<file path="src/rtl/seq_scan_pkg.sv">
// Shared types and constants for the serial pattern scanner (seq_scan_ctrl).
// Optional feature macro: SEQ_SCAN_OVERLAP_EN (count overlapping matches).
package seq_scan_pkg;

   localparam int PAT_W  = 4;
   localparam int VCNT_W = $clog2(PAT_W + 1);

   typedef enum logic [1:0] {
      IDLE  = 2'd0,
      SHIFT = 2'd1,
      DONE  = 2'd2
   } state_e;

endpackage : seq_scan_pkg

</file>
<file path="src/rtl/seq_detect_core.sv">
// Bit-serial PAT_W-bit sequence detector: history shift register, valid-bit count, compare.
// With SEQ_SCAN_OVERLAP_EN undefined the valid count restarts after each match.
module seq_detect_core
   import seq_scan_pkg::*;
(
   input  logic             clk,
   input  logic             reset,
   input  logic             clear_i,
   input  logic             bit_en_i,
   input  logic             bit_i,
   input  logic [PAT_W-1:0] pattern_i,
   output logic             match_o
);

   localparam logic [VCNT_W-1:0] VCNT_FULL = VCNT_W'(PAT_W);

   logic [PAT_W-1:0]  hist_q, hist_d;
   logic [VCNT_W-1:0] vcnt_q, vcnt_d;

   // NOTE: every signal assigned here gets a default first, so no path leaves it unassigned (no latch).
   always_comb begin
      hist_d  = hist_q;
      vcnt_d  = vcnt_q;
      match_o = 1'b0;
      if (clear_i) begin
         hist_d = '0;
         vcnt_d = '0;
      end else if (bit_en_i) begin
         hist_d = {hist_q[PAT_W-2:0], bit_i};
         if (vcnt_q != VCNT_FULL) begin
            vcnt_d = vcnt_q + 1'b1;
         end
         match_o = (vcnt_d == VCNT_FULL) && (hist_d == pattern_i);
`ifdef SEQ_SCAN_OVERLAP_EN
         // History stays valid so the next bit can complete an overlapping match.
`else
         if (match_o) begin
            vcnt_d = '0;
         end
`endif
      end
   end

   // NOTE: sequential state uses non-blocking assignments so all registers update together on the edge.
   always_ff @(posedge clk or negedge reset) begin
      if (!reset) begin
         hist_q <= '0;
         vcnt_q <= '0;
      end else begin
         hist_q <= hist_d;
         vcnt_q <= vcnt_d;
      end
   end

endmodule : seq_detect_core

</file>
<file path="src/rtl/seq_scan_ctrl.sv">
// Word scanner: accepts a WORD_W-bit word, shifts it MSB first through a pattern detector,
// counts (saturating) matches and pulses done. Optional macro: SEQ_SCAN_OVERLAP_EN.
module seq_scan_ctrl
   import seq_scan_pkg::*;
#(
   parameter int WORD_W = 8,
   parameter int CNT_W  = 4
) (
   input  logic              clk,
   input  logic              reset,
   input  logic              in_valid,
   output logic              in_ready,
   input  logic [WORD_W-1:0] in_data,
   input  logic [PAT_W-1:0]  pattern,
   output logic              busy,
   output logic              match_pulse,
   output logic              done,
   output logic [CNT_W-1:0]  match_count
);

   localparam int                    BIT_CNT_W = $clog2(WORD_W);
   localparam logic [BIT_CNT_W-1:0]  LAST_BIT  = BIT_CNT_W'(WORD_W - 1);
   localparam logic [CNT_W-1:0]      CNT_MAX   = {CNT_W{1'b1}};

   state_e                state_q, state_d;
   logic [WORD_W-1:0]     data_q, data_d;
   logic [PAT_W-1:0]      pat_q, pat_d;
   logic [BIT_CNT_W-1:0]  bit_cnt_q, bit_cnt_d;
   logic [CNT_W-1:0]      count_q, count_d;
   logic                  pulse_q, pulse_d;

   logic accept;
   logic bit_en;
   logic det_match;

   assign accept = (state_q == IDLE) && in_valid;
   assign bit_en = (state_q == SHIFT);

   seq_detect_core u_detect (
      .clk       (clk),
      .reset     (reset),
      .clear_i   (accept),
      .bit_en_i  (bit_en),
      .bit_i     (data_q[WORD_W-1]),
      .pattern_i (pat_q),
      .match_o   (det_match)
   );

   always_comb begin
      state_d   = state_q;
      data_d    = data_q;
      pat_d     = pat_q;
      bit_cnt_d = bit_cnt_q;
      count_d   = count_q;
      pulse_d   = 1'b0;
      case (state_q)
         IDLE: begin
            if (accept) begin
               data_d    = in_data;
               pat_d     = pattern;
               bit_cnt_d = '0;
               count_d   = '0;
               state_d   = SHIFT;
            end
         end
         SHIFT: begin
            data_d    = {data_q[WORD_W-2:0], 1'b0};
            bit_cnt_d = bit_cnt_q + 1'b1;
            if (det_match) begin
               pulse_d = 1'b1;
               if (count_q != CNT_MAX) begin
                  count_d = count_q + 1'b1;
               end
            end
            if (bit_cnt_q == LAST_BIT) begin
               state_d = DONE;
            end
         end
         DONE:    state_d = IDLE;
         default: state_d = IDLE;
      endcase
   end

   // NOTE: the word and pattern registers are reset too; they are small and this keeps X out of the compare.
   always_ff @(posedge clk or negedge reset) begin
      if (!reset) begin
         state_q   <= IDLE;
         data_q    <= '0;
         pat_q     <= '0;
         bit_cnt_q <= '0;
         count_q   <= '0;
         pulse_q   <= 1'b0;
      end else begin
         state_q   <= state_d;
         data_q    <= data_d;
         pat_q     <= pat_d;
         bit_cnt_q <= bit_cnt_d;
         count_q   <= count_d;
         pulse_q   <= pulse_d;
      end
   end

   assign in_ready    = (state_q == IDLE);
   assign busy        = (state_q == SHIFT);
   assign done        = (state_q == DONE);
   assign match_pulse = pulse_q;
   assign match_count = count_q;

endmodule : seq_scan_ctrl

</file>
<file path="config.mk">
export PLATFORM = sky130hd
export DESIGN_NAME = seq_scan_ctrl
export DESIGN_NICKNAME = d
export VERILOG_FILES = /design/src/rtl/seq_scan_pkg.sv /design/src/rtl/seq_detect_core.sv /design/src/rtl/seq_scan_ctrl.sv
export SDC_FILE = /design/constraint.sdc
export NUM_CORES = 1
export LEC_CHECK = 0
export CAP_MARGIN = 0
export CORE_MARGIN = 3
export CORE_UTILIZATION = 56
export DETAILED_ROUTE_END_ITERATION = 16
export PLACE_DENSITY_LB_ADDON = 0.05
export SLEW_MARGIN = 30
export SYNTH_ARGS = -nofsm -noshare
export SYNTH_HDL_FRONTEND = slang
export SYNTH_SLANG_ARGS = --single-unit
</file>
<file path="constraint.sdc">
create_clock -name clk -period 3.7 [get_ports clk]
set_input_delay 0.555 -clock clk [delete_from_list [all_inputs] [get_ports clk]]
set_output_delay 0.555 -clock clk [all_outputs]
set_load 0.02 [all_outputs]
</file>
### After elaboration in Yosys (flattened, before gate mapping)

Index checks and enable logic that the tools add are counted.

* logic and storage cells: 54
* input port bits: 15
* bits in registers: 28

* reductions and logical operators: 9
* add/subtract/negate cells: 3
* muxes and demuxes: 23
* eq/ne operators: 11

Operators with widths (number)
* $mux 3: 9
* $pmux 8 s2: 1
* $mux 4: 3
* $mux 8: 1
* $ne 2x1->1 const B: 4
* $pmux 4 s2: 1
* $add 3x1->3 const B: 2
* $eq 3x3->1 const B: 2
* $pmux 3 s2: 1
* $reduce_and 2->1: 3
* $add 4x1->4 const B: 1
* $eq 4x4->1: 1
* $mux 1: 4
* $mux 2: 2
* $ne 4x4->1 const B: 1
* $pmux 2 s2: 1
* $reduce_and 4->1: 1
* $reduce_bool 2->1: 2
* $ne 3x3->1 const B: 1
* $eq 2x1->1 const B: 1
* $eq 2x2->1 const B: 1
* $logic_and 1x1->1: 2
* $logic_not 2->1: 1

### Logic depth before layout (Yosys ltp)

Gate-level depths: netlist (run 1).

* depth in word-level cells: 10
* mapped depth: 6
* depth with buffers taken out: 6

### Modules after synthesis

A second synthesis (run 1) with hierarchy kept.

* cell total of the unflattened synthesis: 135
* area total of the unflattened synthesis: 1377.6 µm²

By module, submodules not included
* seq_scan_ctrl: cells each 98, instances 1, area each 1002.2 µm²
* seq_detect_core: cells each 37, instances 1, area each 375.4 µm²

### Least setup slack after synthesis (run 1)

OpenSTA, ideal clock, no wires.

* kind: register to register
* from: register u_detect.vcnt_q[0]
* to: register count_q[2] (netlist: match_count[2])
* required time: 3560 ps
* stages on the path, launching flop included: 7
* arrival time: 1650 ps
* setup time: 140 ps
* setup slack: 1910 ps
* buffers on the path: 0
* cells stage by stage: dfrtp_1 > inv_1 > ha_1 > nor4b_4 > a221oi_4 > o311ai_0 > o41ai_1

* longest elaborated chain between the ends: 10
* elaborated cells on any way between the ends: 11
* those cells by class: add/sub: 1; eq/ne: 3; mux: 5; reduce/logical: 2

Ends and longest elaborated chain
* start, declared: line seq_detect_core.sv:18 `logic [VCNT_W-1:0] vcnt_q, vcnt_d;`
* start signal, assigned: line seq_detect_core.sv:51 `vcnt_q <= vcnt_d;`
* $add 3x1->3 / $ne 3x3->1 (equally long branches): line seq_detect_core.sv:31, seq_detect_core.sv:30
* $mux 3 (*): line seq_detect_core.sv:30 `if (vcnt_q != VCNT_FULL) begin`
* $mux 3 (*): line seq_detect_core.sv:28 `end else if (bit_en_i) begin`
* $mux 3 (*): line seq_detect_core.sv:25 `if (clear_i) begin`
* $eq 3x3->1 (*): line seq_detect_core.sv:33 `match_o = (vcnt_d == VCNT_FULL) && (hist_d == pattern_i);`
* $logic_and 1x1->1 (*): line seq_detect_core.sv:33
* $mux 1 (*): line seq_detect_core.sv:28
* $mux 1 (*): line seq_detect_core.sv:25
* $ne 2x1->1 (no source line) (*)
* $reduce_and 4->1 (no source line) (*)
* end signal, assigned: line seq_scan_ctrl.sv:98 `count_q <= count_d;`
* end, declared: line seq_scan_ctrl.sv:29 `logic [CNT_W-1:0] count_q, count_d;`

Mark *: on every way between the ends. The rest lies on a longest branch, timed or not. The select of a mux whose other input is x is not followed.
A chain may end at the register's enable or synchronous reset.

### Worst setup path after layout (run 1)

* from: register state_q[1]
* to: output busy

* longest elaborated chain between the ends: 1

Ends and longest elaborated chain
* start, declared: line seq_scan_ctrl.sv:25 `state_e state_q, state_d;`
* start signal, assigned: line seq_scan_ctrl.sv:94 `state_q <= state_d;`
* $eq 2x1->1: line seq_scan_ctrl.sv:104 `assign busy = (state_q == SHIFT);`
* end, declared: line seq_scan_ctrl.sv:15 `output logic busy,`

No other way between the ends.

==> impl.org, run 1 <==
** Setup path
- Data arrival time of the worst path :: roughly 2.2 ns
- Endpoint kind of the worst setup timing path :: output pin
- Critical Path Max Stage Delay :: 0.68 ns
- Worst Path Required :: ~3.1 ns
- Depth of the worst register-to-register path :: 6
- Cell class contributing the biggest share of worst-path delay :: buffers and inverters
- Number of cells on the critical path :: 4
- Launching element type of the critical path :: register
- Standard cell with the maximum stage delay on the critical path :: sky130_fd_sc_hd__clkdlybuf4s50_1
- CP cell instances :: nand2b_1, buf_4, inv_1, clkdlybuf4s50_1
- Counting both buffers and inverters, the worst setup path holds a total of 3.
- Worst setup slack for register-to-register paths :: 1.69 ns
- The worst setup path is of the reg -> out kind.
- Highest fanout seen on the critical path :: 25

** Global route
- Final global-route overflow total :: 0
- The number of global-route vias before repair is about 1000.
- Initial antenna violation count :: 0
- The first global-routing pass estimated between 4000 and 5000 µm of wire.
- Total global routing track utilization :: 17.55%
- Entering global routing, the biggest net connects 29 pins.

** STA
- Setup violation total in the final timing report :: 0
- For the pin with the worst max-slew slack, the measured transition is 0.7547 ns.
- Setup total negative slack :: 0 ns
- Final critical-path setup slack :: around 0.98 ns
- Timing would allow up to 367.4 MHz.
- Clock Skews :: around 0.0057 ns
- Setup repair after global routing missed its margin :: false
- The worst path uses 73.56% of the clock period.
- Final hold analysis gives a worst-case slack of just over 0.5 ns.
- Subtracting the final worst setup slack from the clock period gives 2.722 ns.
- Max-slew violation count :: 0
- Number of failing hold endpoints at the final stage :: 0
- Worst slew margin relative to its limit :: 49.46%

** Floorplanning
- Top-Level Pins :: 23
- The die is 56.14 µm tall.
- Width of the die :: 56.14 µm
- Standard-cell row count :: 17
- The die covers 3151 µm².
- Total core area :: about 2300 µm²
- Once the floorplan was initialized, standard cells occupied roughly 61% of the core.

** Place
- Once detailed placement completed, the half-perimeter wirelength came to around 1900 µm.
- Instance area after placement :: 1659 µm²
- Count of input and output buffers :: 22
- Before CTS, the worst setup slack after placement is 1.311 ns.
- Routability-driven placement finished with a final weighted congestion of 0.7991.

** Layout
- Layout net count :: between 150 and 200
- Diodes inserted :: 0
- Layout overhead on the synthesized area :: 20.44%
- Fill cells in the final layout number 186.
- The post-route netlist has 9.942% of its cells at a drive strength greater than 1.
- After routing the design area is 1695 µm².

** Synth
- Synthesis inferred 28 register bits.
- Sorting the synthesized cells by area gives the leading types as sky130_fd_sc_hd__dfrtp_1 (50%), sky130_fd_sc_hd__nand2_1 (12%), sky130_fd_sc_hd__ha_1 (4.4%), sky130_fd_sc_hd__a31oi_1 (3.1%), sky130_fd_sc_hd__nor2_1 (2.9%).
- Mapped Nets :: about 170
- Total number of yosys warnings :: 0
- Number of standard cells after synthesis :: 149
- In this run the biggest area consumer among cell types represents around 50% of the synthesized area.
- The synthesized design spends more area on one cell type than any other, namely sky130_fd_sc_hd__dfrtp_1.
- Syn avg cell area :: 9.447 µm²
- The cell area that synthesis handed to floorplanning was ~1400 µm².
- After synthesis, flip-flops and latches occupy around 50% of the total area.
- After synthesis, the netlist uses 31 different library cells.

** Clock network
- TritonCTS sink count :: 28
- Clock tree from TritonCTS :: yes
- The number of hold buffers added after CTS was 0.
- At the later pin of the worst-skew pair, clock insertion delay measures 0.32 ns.
- In this run the number of H-tree levels came out at 1.
- The longest clock path from root to sink contains 2 buffers.
- CTS root buffer :: sky130_fd_sc_hd__clkbuf_4
- After clock tree synthesis, the clock-pin slew on the worst setup and hold paths is around 0.14 ns.
- Post-CTS resize count :: 0
- Clock tree synthesis inserted a total of 3 buffers.
- The number of setup buffers added after CTS is 0.

** Routing
- Drt initial violations :: 49
- Number of detailed-routing iterations run before antenna repair :: 4
- Average wire per cell in the routed design :: 13.32 µm
- Summing over every cut layer, the via total after detailed routing is 1106.
- DRC errors left :: 0
- Final Routed Wirelength :: 2651 µm
- Dividing the detail-routed via count by the number of cells gives around 5.6.
- Post-detailed-route count of antenna-violating nets :: 0

** Power and ir drop
- P per Cell Area :: 769.9 nW/µm²
- For this design the static power due to leakage is about 0.75 nW.
- Max IR drop VDD :: 477.5 µV

** Worst hold path
- Along the worst hold path, the cell count comes to 1.
- Hold/Removal Path Class :: reg -> reg

** Job
- The tool flagged a number of max-cap violations equal to 0.

** Status
- The flow ran to the end, and the final reports show no timing, DRC or antenna violations.
flip-flops by register name, summed over array words and instances, names as in the netlist:
name and cells:
match_pulse 1, state_q 2, data_q 8, bit_cnt_q 3, match_count 4, u_detect.hist_q 3
pat_q 4, u_detect.vcnt_q 3
where the power goes:
| part | total (mW) | leakage, nW | switching (mW) | internal (mW) |
|---|---|---|---|---|
| Sequential | 0.539 | 0.347 | 0.105 | 0.434 |
| Clock | 0.145 | 0.0210 | 0.0846 | 0.0601 |
| Combinational | 0.622 | 0.384 | 0.347 | 0.275 |
| Total | 1.31 | 0.752 | 0.536 | 0.769 |
metal layers:
metal,GRT usage [%],share of wire [%],up-vias,wire length [µm]
met5,0,0,-,0
met4,7.458,1.5,0,40
met3,3.016,5.0,6,133
met2,28.88,49,26,1290
met1,22.63,45,528,1187
li1,-,-,546,-
cell type report:
type | count | area [µm²] | area share [%]
multi-input combinational | 110 | 665.6 | 39.26
sequential | 28 | 700.7 | 41.33
timing repair buffer | 25 | 242.7 | 14.32
clock buffer | 4 | 36.28 | 2.140
inverter | 4 | 15.01 | 0.8856
tap | 28 | 35.03 | 2.066
cell usage after synthesis, drive strengths merged:
cell and n:
nor3 2, a21o 1, mux2i 3, nor3b 1, nor4b 1, nand4 1
nand3 4, o21ai 8, nand2 46, dfrtp 28, nand2b 2, and4bb 1
o311ai 1, nor2b 1, nor2 11, o41ai 1, xnor2 4, nor4 1
and2 2, clkbuf 3, ha 5, a22o 1, a31oi 7, buf 4
a221oi 1, mux2 1, o2111ai 2, inv 4, or2 2
per-stage QoR:
stage / std cells / utilization (%) / total power [mW]
finish: 199 / 73.80 / 1.305
global route: 199 / 73.80 / 1.412
CTS: 199 / 73.80 / 1.313
detailed placement: 195 / 72.22 / 1.173
global placement: 195 / 72.22 / 1.129
floorplan: 149 / - / 1.003
cell usage in the layout (no fill, tap or decap), types with 2 or more instances in the layout:
cell	netlist	layout
sky130_fd_sc_hd__buf_4	0	3
sky130_fd_sc_hd__or2_2	2	2
sky130_fd_sc_hd__inv_1	4	4
sky130_fd_sc_hd__mux2i_1	3	3
sky130_fd_sc_hd__nand2b_1	2	2
sky130_fd_sc_hd__a31oi_1	7	7
sky130_fd_sc_hd__nor2_1	11	11
sky130_fd_sc_hd__clkbuf_4	0	3
sky130_fd_sc_hd__nand3_1	4	4
sky130_fd_sc_hd__o21ai_0	8	8
sky130_fd_sc_hd__ha_1	5	5
sky130_fd_sc_hd__nand2_1	46	46
sky130_fd_sc_hd__xnor2_1	4	4
sky130_fd_sc_hd__clkdlybuf4s50_1	0	22
sky130_fd_sc_hd__o2111ai_1	2	2
sky130_fd_sc_hd__dfrtp_1	28	28
cell families after synthesis:
kind of cell,count (synthesis),share of synthesized area [%]
simple gates,75,25.60
mux,4,2.933
buf+inv,11,3.289
xor+xnor,4,2.489
compound gates,22,11.47
flops,28,49.78
fa+ha+maj,5,4.444
worst paths after layout:
check | end | from
setup / recovery | busy | state_q[1]
hold / removal | bit_cnt_q[0] | bit_cnt_q[0]
setup reg to reg | match_count[3] | u_detect.vcnt_q[0]
hold reg to reg | bit_cnt_q[0] | bit_cnt_q[0]
max in group asynchronous | data_q[1] | reset
min in group asynchronous | data_q[3] | reset
Power figures use the tool's default switching activity.
==> inputs of run 2 (changes only) <==
- CORE_UTILIZATION: 56 -> 52
- clock period: 3.7 -> 2.55 ns (I/O delays scaled with it)
==> impl.org, run 2 (synthesized netlist as in run 1, its figures left out) <==
** Layout
- Final core utilization :: 68.55% (was 73.80%)
- The most frequent standard cell in the layout excluding fill and tap cells was sky130_fd_sc_hd__nand2_1 (unchanged).
- The largest register by flop count is data_q (unchanged).
- Diodes inserted :: 0 (unchanged)
- Commonest cells after routing, fill and taps aside :: sky130_fd_sc_hd__nand2_1 (46), sky130_fd_sc_hd__dfrtp_1 (28), sky130_fd_sc_hd__clkdlybuf4s50_1 (22) (unchanged)
- Layout net count :: 194 (was 192)
- The number of flip-flops in the largest register was 8 (unchanged).
- The fraction of layout cells with a size suffix above 1 was 10.98% (was 9.942%).
- The signed area change from the synthesized netlist to the final layout is 22.84% (was 20.44%).

** Clock network
- The post-cts resize count is 0 (unchanged).
- The clock latency reported for the late side of the worst-skew pair came to 0.33 ns (was 0.32 ns).
- Deepest clock path buffer count :: 2 (unchanged)
- TritonCTS sink count :: 28 (unchanged)
- Buffers inserted during post-CTS setup optimization :: 0 (unchanged)
- CTS Hold Buffers Added :: 0 (unchanged)
- Post-CTS clock slew at the launch and capture registers of the worst setup and hold paths :: 0.15 ns (was 0.14 ns)
- The TritonCTS buffer count is 3 (unchanged).
- The root buffer cell is sky130_fd_sc_hd__clkbuf_4 (unchanged).
- Clock tree from TritonCTS :: yes (unchanged)
- Deepest level of the CTS H-tree :: 1 (unchanged)

** Setup path
- Launching element type of the critical path :: register (unchanged)
- Standard cell with the maximum stage delay on the critical path :: sky130_fd_sc_hd__clkdlybuf4s50_1 (unchanged)
- Critical Path Max Stage Delay :: 0.62 ns (was 0.68 ns)
- Worst Path Required :: 2.17 ns (was 3.14 ns)
- Class of the most critical setup path :: reg -> out (unchanged)
- The flop-to-flop setup slack came to 0.58 ns (was 1.69 ns).
- Endpoint kind of the worst setup timing path :: output pin (unchanged)
- CP cell instances: nand2b_1, inv_1, buf_4, clkdlybuf4s50_1 (was nand2b_1, buf_4, inv_1, clkdlybuf4s50_1).
- Highest fanout seen on the critical path :: 14 (was 25)
- Data arrival time of the worst path :: 1.80 ns (was 2.17 ns)

** Global route
- The all-layer global routing usage came to 17.91% (was 17.55%).
- Met2 Use GR :: 30.97% (was 28.88%)
- Pin count of the biggest net entering global routing :: 29 (unchanged)
- The layer with the highest usage is met2 (unchanged).
- The first-pass GRT wire length was 4719 µm (was 4471 µm).
- Met3 usage in global routing :: 2.004% (was 3.016%)
- Initial antenna violation count :: 0 (unchanged)
- The number of global-route vias before repair was 1089 (was 1045).
- The global route total overflow came to 0 (unchanged).
- The met1 usage was 23.84% (was 22.63%).

** STA
- Timing-limited maximum frequency :: 458.3 MHz
- The smallest clock period supported by the final layout is computed as 2.182 ns.
- Setup violation total in the final timing report :: 0 (unchanged)
- Number of failing hold endpoints at the final stage :: 0 (unchanged)
- Setup repair after global routing missed its margin: false (unchanged).
- The worst slew margin relative to its limit came to 63.45% (was 49.46%).
- The worst setup skew after layout is 0.002828 ns (was 0.005697 ns).
- The final setup TNS is 0 ns (unchanged).
- Share of the clock period used by the worst path :: 85.57%
- The slew at the pin closest to its max-slew limit came to 0.5469 ns (was 0.7547 ns).
- The max-slew violation count is 0 (unchanged).

** Routing
- Vias :: 1112 (was 1106)
- DRC errors left :: 0 (unchanged)
- Final Routed Wirelength :: 2675 µm (was 2651 µm)
- The number of detailed-route iterations in the first pass was 4 (unchanged).
- Post-detailed-route count of antenna-violating nets :: 0 (unchanged)
- The per-cell via count in the routed design was 5.478 (was 5.558).
- Drt initial violations :: 31 (was 49)
- Average wire per cell in the routed design :: 13.18 µm (was 13.32 µm)

** Floorplanning
- The placeable core region came to 2522 µm² (was 2297 µm²).
- The standard-cell row count was 18 (was 17).
- The starting density of the core was 55.80% (was 61.27%).
- Die area :: 3367 µm² (was 3151 µm²)
- The die height was 58.03 µm (was 56.14 µm).
- The I/O pin total is 23 (unchanged).
- Width of the die :: 58.03 µm (was 56.14 µm)

** Power and ir drop
- The peak supply drop is 1003 µV (was 477.5 µV).
- Static leakage :: 0.7689 nW (was 0.7521 nW)
- The areal power density over the cells was 1153 nW/µm² (was 769.9 nW/µm²).

** Status
- Outcome :: finished, final reports clean (unchanged)

** Worst hold path
- Hold/Removal Path Class :: in -> async (was reg -> reg)

** Place
- Count of input and output buffers :: 22 (unchanged)
- The global placement routability congestion was 0.7915 (was 0.7991).
- HPWL after detailed placement :: 1879 µm (was 1923 µm)

** Job
- The number of violations of the max-capacitance limit is 0 (unchanged).
[run 2: cell type report]
| cell class | count | area (µm²) |
|---|---|---|
| fillers | 201 | 793.3 |
| flip-flops and latches | 28 | 700.7 |
| inverters | 4 | 15.01 |
| well taps | 30 | 37.54 |
| repair buffers | 27 | 257.7 |
| clock buffers | 3 | 22.52 |
| clock inverters | 1 | 30.03 |
| multi-input cells | 110 | 665.6 |
[run 2: path summary, 6_finish.rpt]
check | startpoint | endpoint | cells past startpoint
max | state_q[1] | busy | 4
min | reset | data_q[4] | 2
min in group clk | pat_q[0] | pat_q[0] | 2
max in group asynchronous | reset | u_detect.vcnt_q[2] | 2
max reg2reg | u_detect.vcnt_q[0] | match_count[3] | 6
min reg2reg | pat_q[0] | pat_q[0] | 2
[run 2: report_power, final]
| part | total (mW) | switching [mW] | internal, mW |
|---|---|---|---|
| logic | 0.922 | 0.506 | 0.416 |
| clock network | 0.290 | 0.131 | 0.159 |
| registers | 0.781 | 0.152 | 0.629 |
| total | 1.99 | 0.789 | 1.20 |
[run 2: per-layer routing]
layer	vias up	part of all wire [%]
li1	551	-
met1	523	47
met2	34	46
met3	4	5.6
met4	0	1.0
met5	-	0
[run 2: stage by stage]
stage / instance area (µm²) / instances / worst slack [ns] / total power, mW / hold WS (ns)
final: 1729 / 203 / 0.3681 / 1.993 / 0.4037
after CTS: 1729 / 203 / 0.3557 / 2.010 / 0.4076
after detailed placement: 1677 / 199 / 0.5917 / 1.715 / 0.4956
after floorplan: 1408 / 149 / 0.7603 / 1.455 / 0.08691
after global placement: 1677 / 199 / 0.6204 / 1.667 / 0.4849
after global routing: 1729 / 203 / 0.2561 / 2.169 / 0.4121
[run 2: critical path: cells and delay by family (launching register included)]
| family | cells | cell delay, ns |
|---|---|---|
| buffers and inverters | 3 | 0.86 |
| flip-flops | 1 | 0.44 |
| AND/OR/NAND/NOR | 1 | 0.17 |
==> inputs of run 3 (changes only) <==
- CTS_CLUSTER_DIAMETER: not set -> 150
- REMOVE_ABC_BUFFERS: not set -> 1
==> impl.org, run 3 (synthesized netlist as in run 1, its figures left out) <==
** Layout
- Most flop-heavy register :: data_q (unchanged)
- The number of standard cells in the final layout excluding fillers is 203 (unchanged).
- Diodes inserted :: 0 (unchanged)
- Layout net count :: 194 (unchanged)
- Area of combinational cells with multiple inputs :: 665.6 µm² (unchanged)
- The number of flip-flops in the largest register came to 8 (unchanged).
- Commonest cells after routing, fill and taps aside :: sky130_fd_sc_hd__nand2_1 (46), sky130_fd_sc_hd__dfrtp_1 (28), sky130_fd_sc_hd__clkdlybuf4s50_1 (22) (unchanged)
- Layout overhead on the synthesized area :: 21.69% (was 22.84%)
- Commonest non-fill, non-tap cell in the layout :: sky130_fd_sc_hd__nand2_1 (unchanged)
- The area taken by flip-flops and latches was 700.7 µm² (unchanged).
- Fill cell count :: 202 (was 201)
- The fraction of layout cells with a size suffix above 1 came to 10.98% (unchanged).

** Place
- The count of buffers from port buffering came to 22 (unchanged).
- HPWL after detailed placement :: 2006 µm (was 1879 µm)
- The instance count after placement with tap cells included is 199 (unchanged).
- Global placement routability congestion :: 0.7646 (was 0.7915)

** STA
- The share of the cycle needed by the critical path after routing was 81.14% (was 85.57%).
- Final min period :: 2.069 ns (was 2.182 ns)
- Worst slew margin relative to its limit :: 65.28% (was 63.45%)
- Max-slew violation count :: 0 (unchanged)
- Setup repair after global routing missed its margin: false (unchanged).
- The count of endpoints failing hold in the final timing report is 0 (unchanged).
- Actual transition at the worst max-transition pin :: 0.5195 ns (was 0.5469 ns)
- The number of endpoints failing setup at the final stage is 0 (unchanged).
- The worst setup skew after layout is 0.002547 ns (was 0.002828 ns).
- The fmax was 483.3 MHz (was 458.3 MHz).
- The final setup TNS came to 0 ns (unchanged).

** Clock network
- The post-cts resize count came to 0 (unchanged).
- Deepest level of the CTS H-tree :: 1 (unchanged)
- Num CTS Buffers :: 3 (unchanged)
- The root buffer cell is sky130_fd_sc_hd__clkbuf_4 (unchanged).
- The count of buffers added by post-CTS timing repair for setup came to 0 (unchanged).
- Post-CTS clock slew at the launch and capture registers of the worst setup and hold paths :: 0.14 ns (was 0.15 ns)
- Deepest clock path buffer count :: 2 (unchanged)
- The clock latency reported for the late side of the worst-skew pair came to 0.31 ns (was 0.33 ns).
- Clock tree from TritonCTS :: yes (unchanged)
- CTS Hold Buffers Added :: 0 (unchanged)
- The number of clock sinks seen by CTS is 28 (unchanged).

** Setup path
- The worst path buffer plus inverter count was 1 (was 3).
- The nature of the critical path startpoint was a register (unchanged).
- Highest fanout seen on the critical path :: 7 (was 14)
- The critical path required time was 2.75 ns (was 2.17 ns).
- CP cell instances :: inv_1, ha_1, nor4b_4, a221oi_4, o311ai_0, o41ai_1 (was nand2b_1, inv_1, buf_4, clkdlybuf4s50_1)
- The longest individual stage delay on the worst path is 0.47 ns (was 0.62 ns).
- Standard cell with the maximum stage delay on the critical path :: sky130_fd_sc_hd__dfrtp_1 (was sky130_fd_sc_hd__clkdlybuf4s50_1)
- The critical path class is reg -> reg (was reg -> out).
- Cell class contributing the biggest share of worst-path delay :: compound AO/OA/AOI/OAI gates (was buffers and inverters)
- Endpoint kind of the worst setup timing path :: register (was output pin)
- Data arrival time of the worst path :: 2.26 ns (was 1.80 ns)

** Floorplanning
- Die area :: 3367 µm² (unchanged)
- Total core area :: 2522 µm² (unchanged)
- The I/O pin total came to 23 (unchanged).
- The die height was 58.03 µm (unchanged).
- Effective utilization at floorplan :: 55.80% (unchanged)
- The die width was 58.03 µm (unchanged).
- Standard-cell row count :: 18 (unchanged)

** Global route
- Via count of the first global-routing pass :: 1193 (was 1089)
- The initial antenna violation count is 0 (unchanged).
- First-pass GRT wire length :: 4940 µm (was 4719 µm)
- The all-layer global routing usage is 18.62% (was 17.91%).
- Pin count of the biggest net entering global routing :: 29 (unchanged)
- Final global-route overflow total :: 0 (unchanged)

** Power and ir drop
- Max IR drop VDD :: 698.0 µV (was 1003 µV)
- The leakage power total was 0.7619 nW (was 0.7689 nW).
- P per Cell Area :: 1116 nW/µm² (was 1153 nW/µm²)

** Routing
- Number of detailed-routing iterations run before antenna repair :: 4 (unchanged)
- Final Routed Wirelength :: 2705 µm (was 2675 µm)
- The number of remaining DRC errors came to 0 (unchanged).
- Via density :: 5.488 (was 5.478)
- The first-iteration detailed-routing DRC count is 38 (was 31).
- The routed wire length per instance is 13.33 µm (was 13.18 µm).
- The number of antenna-violating nets in the routed design is 0 (unchanged).
- The number of vias after detailed routing was 1114 (was 1112).

** Job
- Number of max-capacitance violations reported :: 0 (unchanged)

** Status
- Outcome :: finished, final reports clean (unchanged)

** Worst hold path
- The class of the most critical hold timing path is in -> async (unchanged).
run 3: changes by cell type in the layout (fill, tap and decap cells not counted), sizes merged:
cell / change
clkbuf: +1
bufinv: -1
run 3: final timing paths:
kind                       slack (ns)          startpoint        endpoint  depth (start not counted)
setup / recovery                 0.48  u_detect.vcnt_q[0]  match_count[2]                          6
hold / removal                   0.42               reset       data_q[7]                          2
setup reg to reg                 0.48  u_detect.vcnt_q[0]  match_count[2]                          6
hold reg to reg                  0.52            pat_q[1]        pat_q[1]                          2
max in group asynchronous        1.88               reset    bit_cnt_q[2]                          2
min in group clk                 0.52            pat_q[1]        pat_q[1]                          2
run 3: area by class of cell:
type | instances | area share, %
Clock buffer | 4 | 2.118
Inverter | 4 | 0.8766
Multi-Input combinational cell | 110 | 38.86
Sequential cell | 28 | 40.91
Tap cell | 30 | 2.191
Timing Repair Buffer | 27 | 15.05
run 3: power breakdown:
group | internal (mW) | total, mW | leakage (nW) | switching (mW)
registers | 0.629 | 0.778 | 0.347 | 0.148
clock network | 0.0872 | 0.209 | 0.0210 | 0.122
logic | 0.416 | 0.925 | 0.394 | 0.509
run 3: per-stage QoR:
step / setup slack (ns) / total power [mW] / cell area (µm²) / utilization (%) / hold WS, ns
after floorplan: 0.3459 / 1.423 / 1376 / - / 0.08691
after global placement: 0.7054 / 1.670 / 1677 / 66.47 / 0.4807
after detailed placement: 0.5208 / 1.721 / 1677 / 66.47 / 0.4918
after CTS: 0.4709 / 1.936 / 1713 / 67.91 / 0.4236
after global routing: 0.4104 / 2.102 / 1713 / 67.91 / 0.4221
final: 0.4810 / 1.912 / 1713 / 67.91 / 0.4198
run 3: layer usage:
metal / track usage, % / vias to the layer above / wire (µm)
li1: - / 554 / -
met1: 22.08 / 539 / 1198
met2: 34.35 / 19 / 1395
met3: 2.673 / 2 / 92
met4: 5.960 / 0 / 19
met5: 0 / - / 0
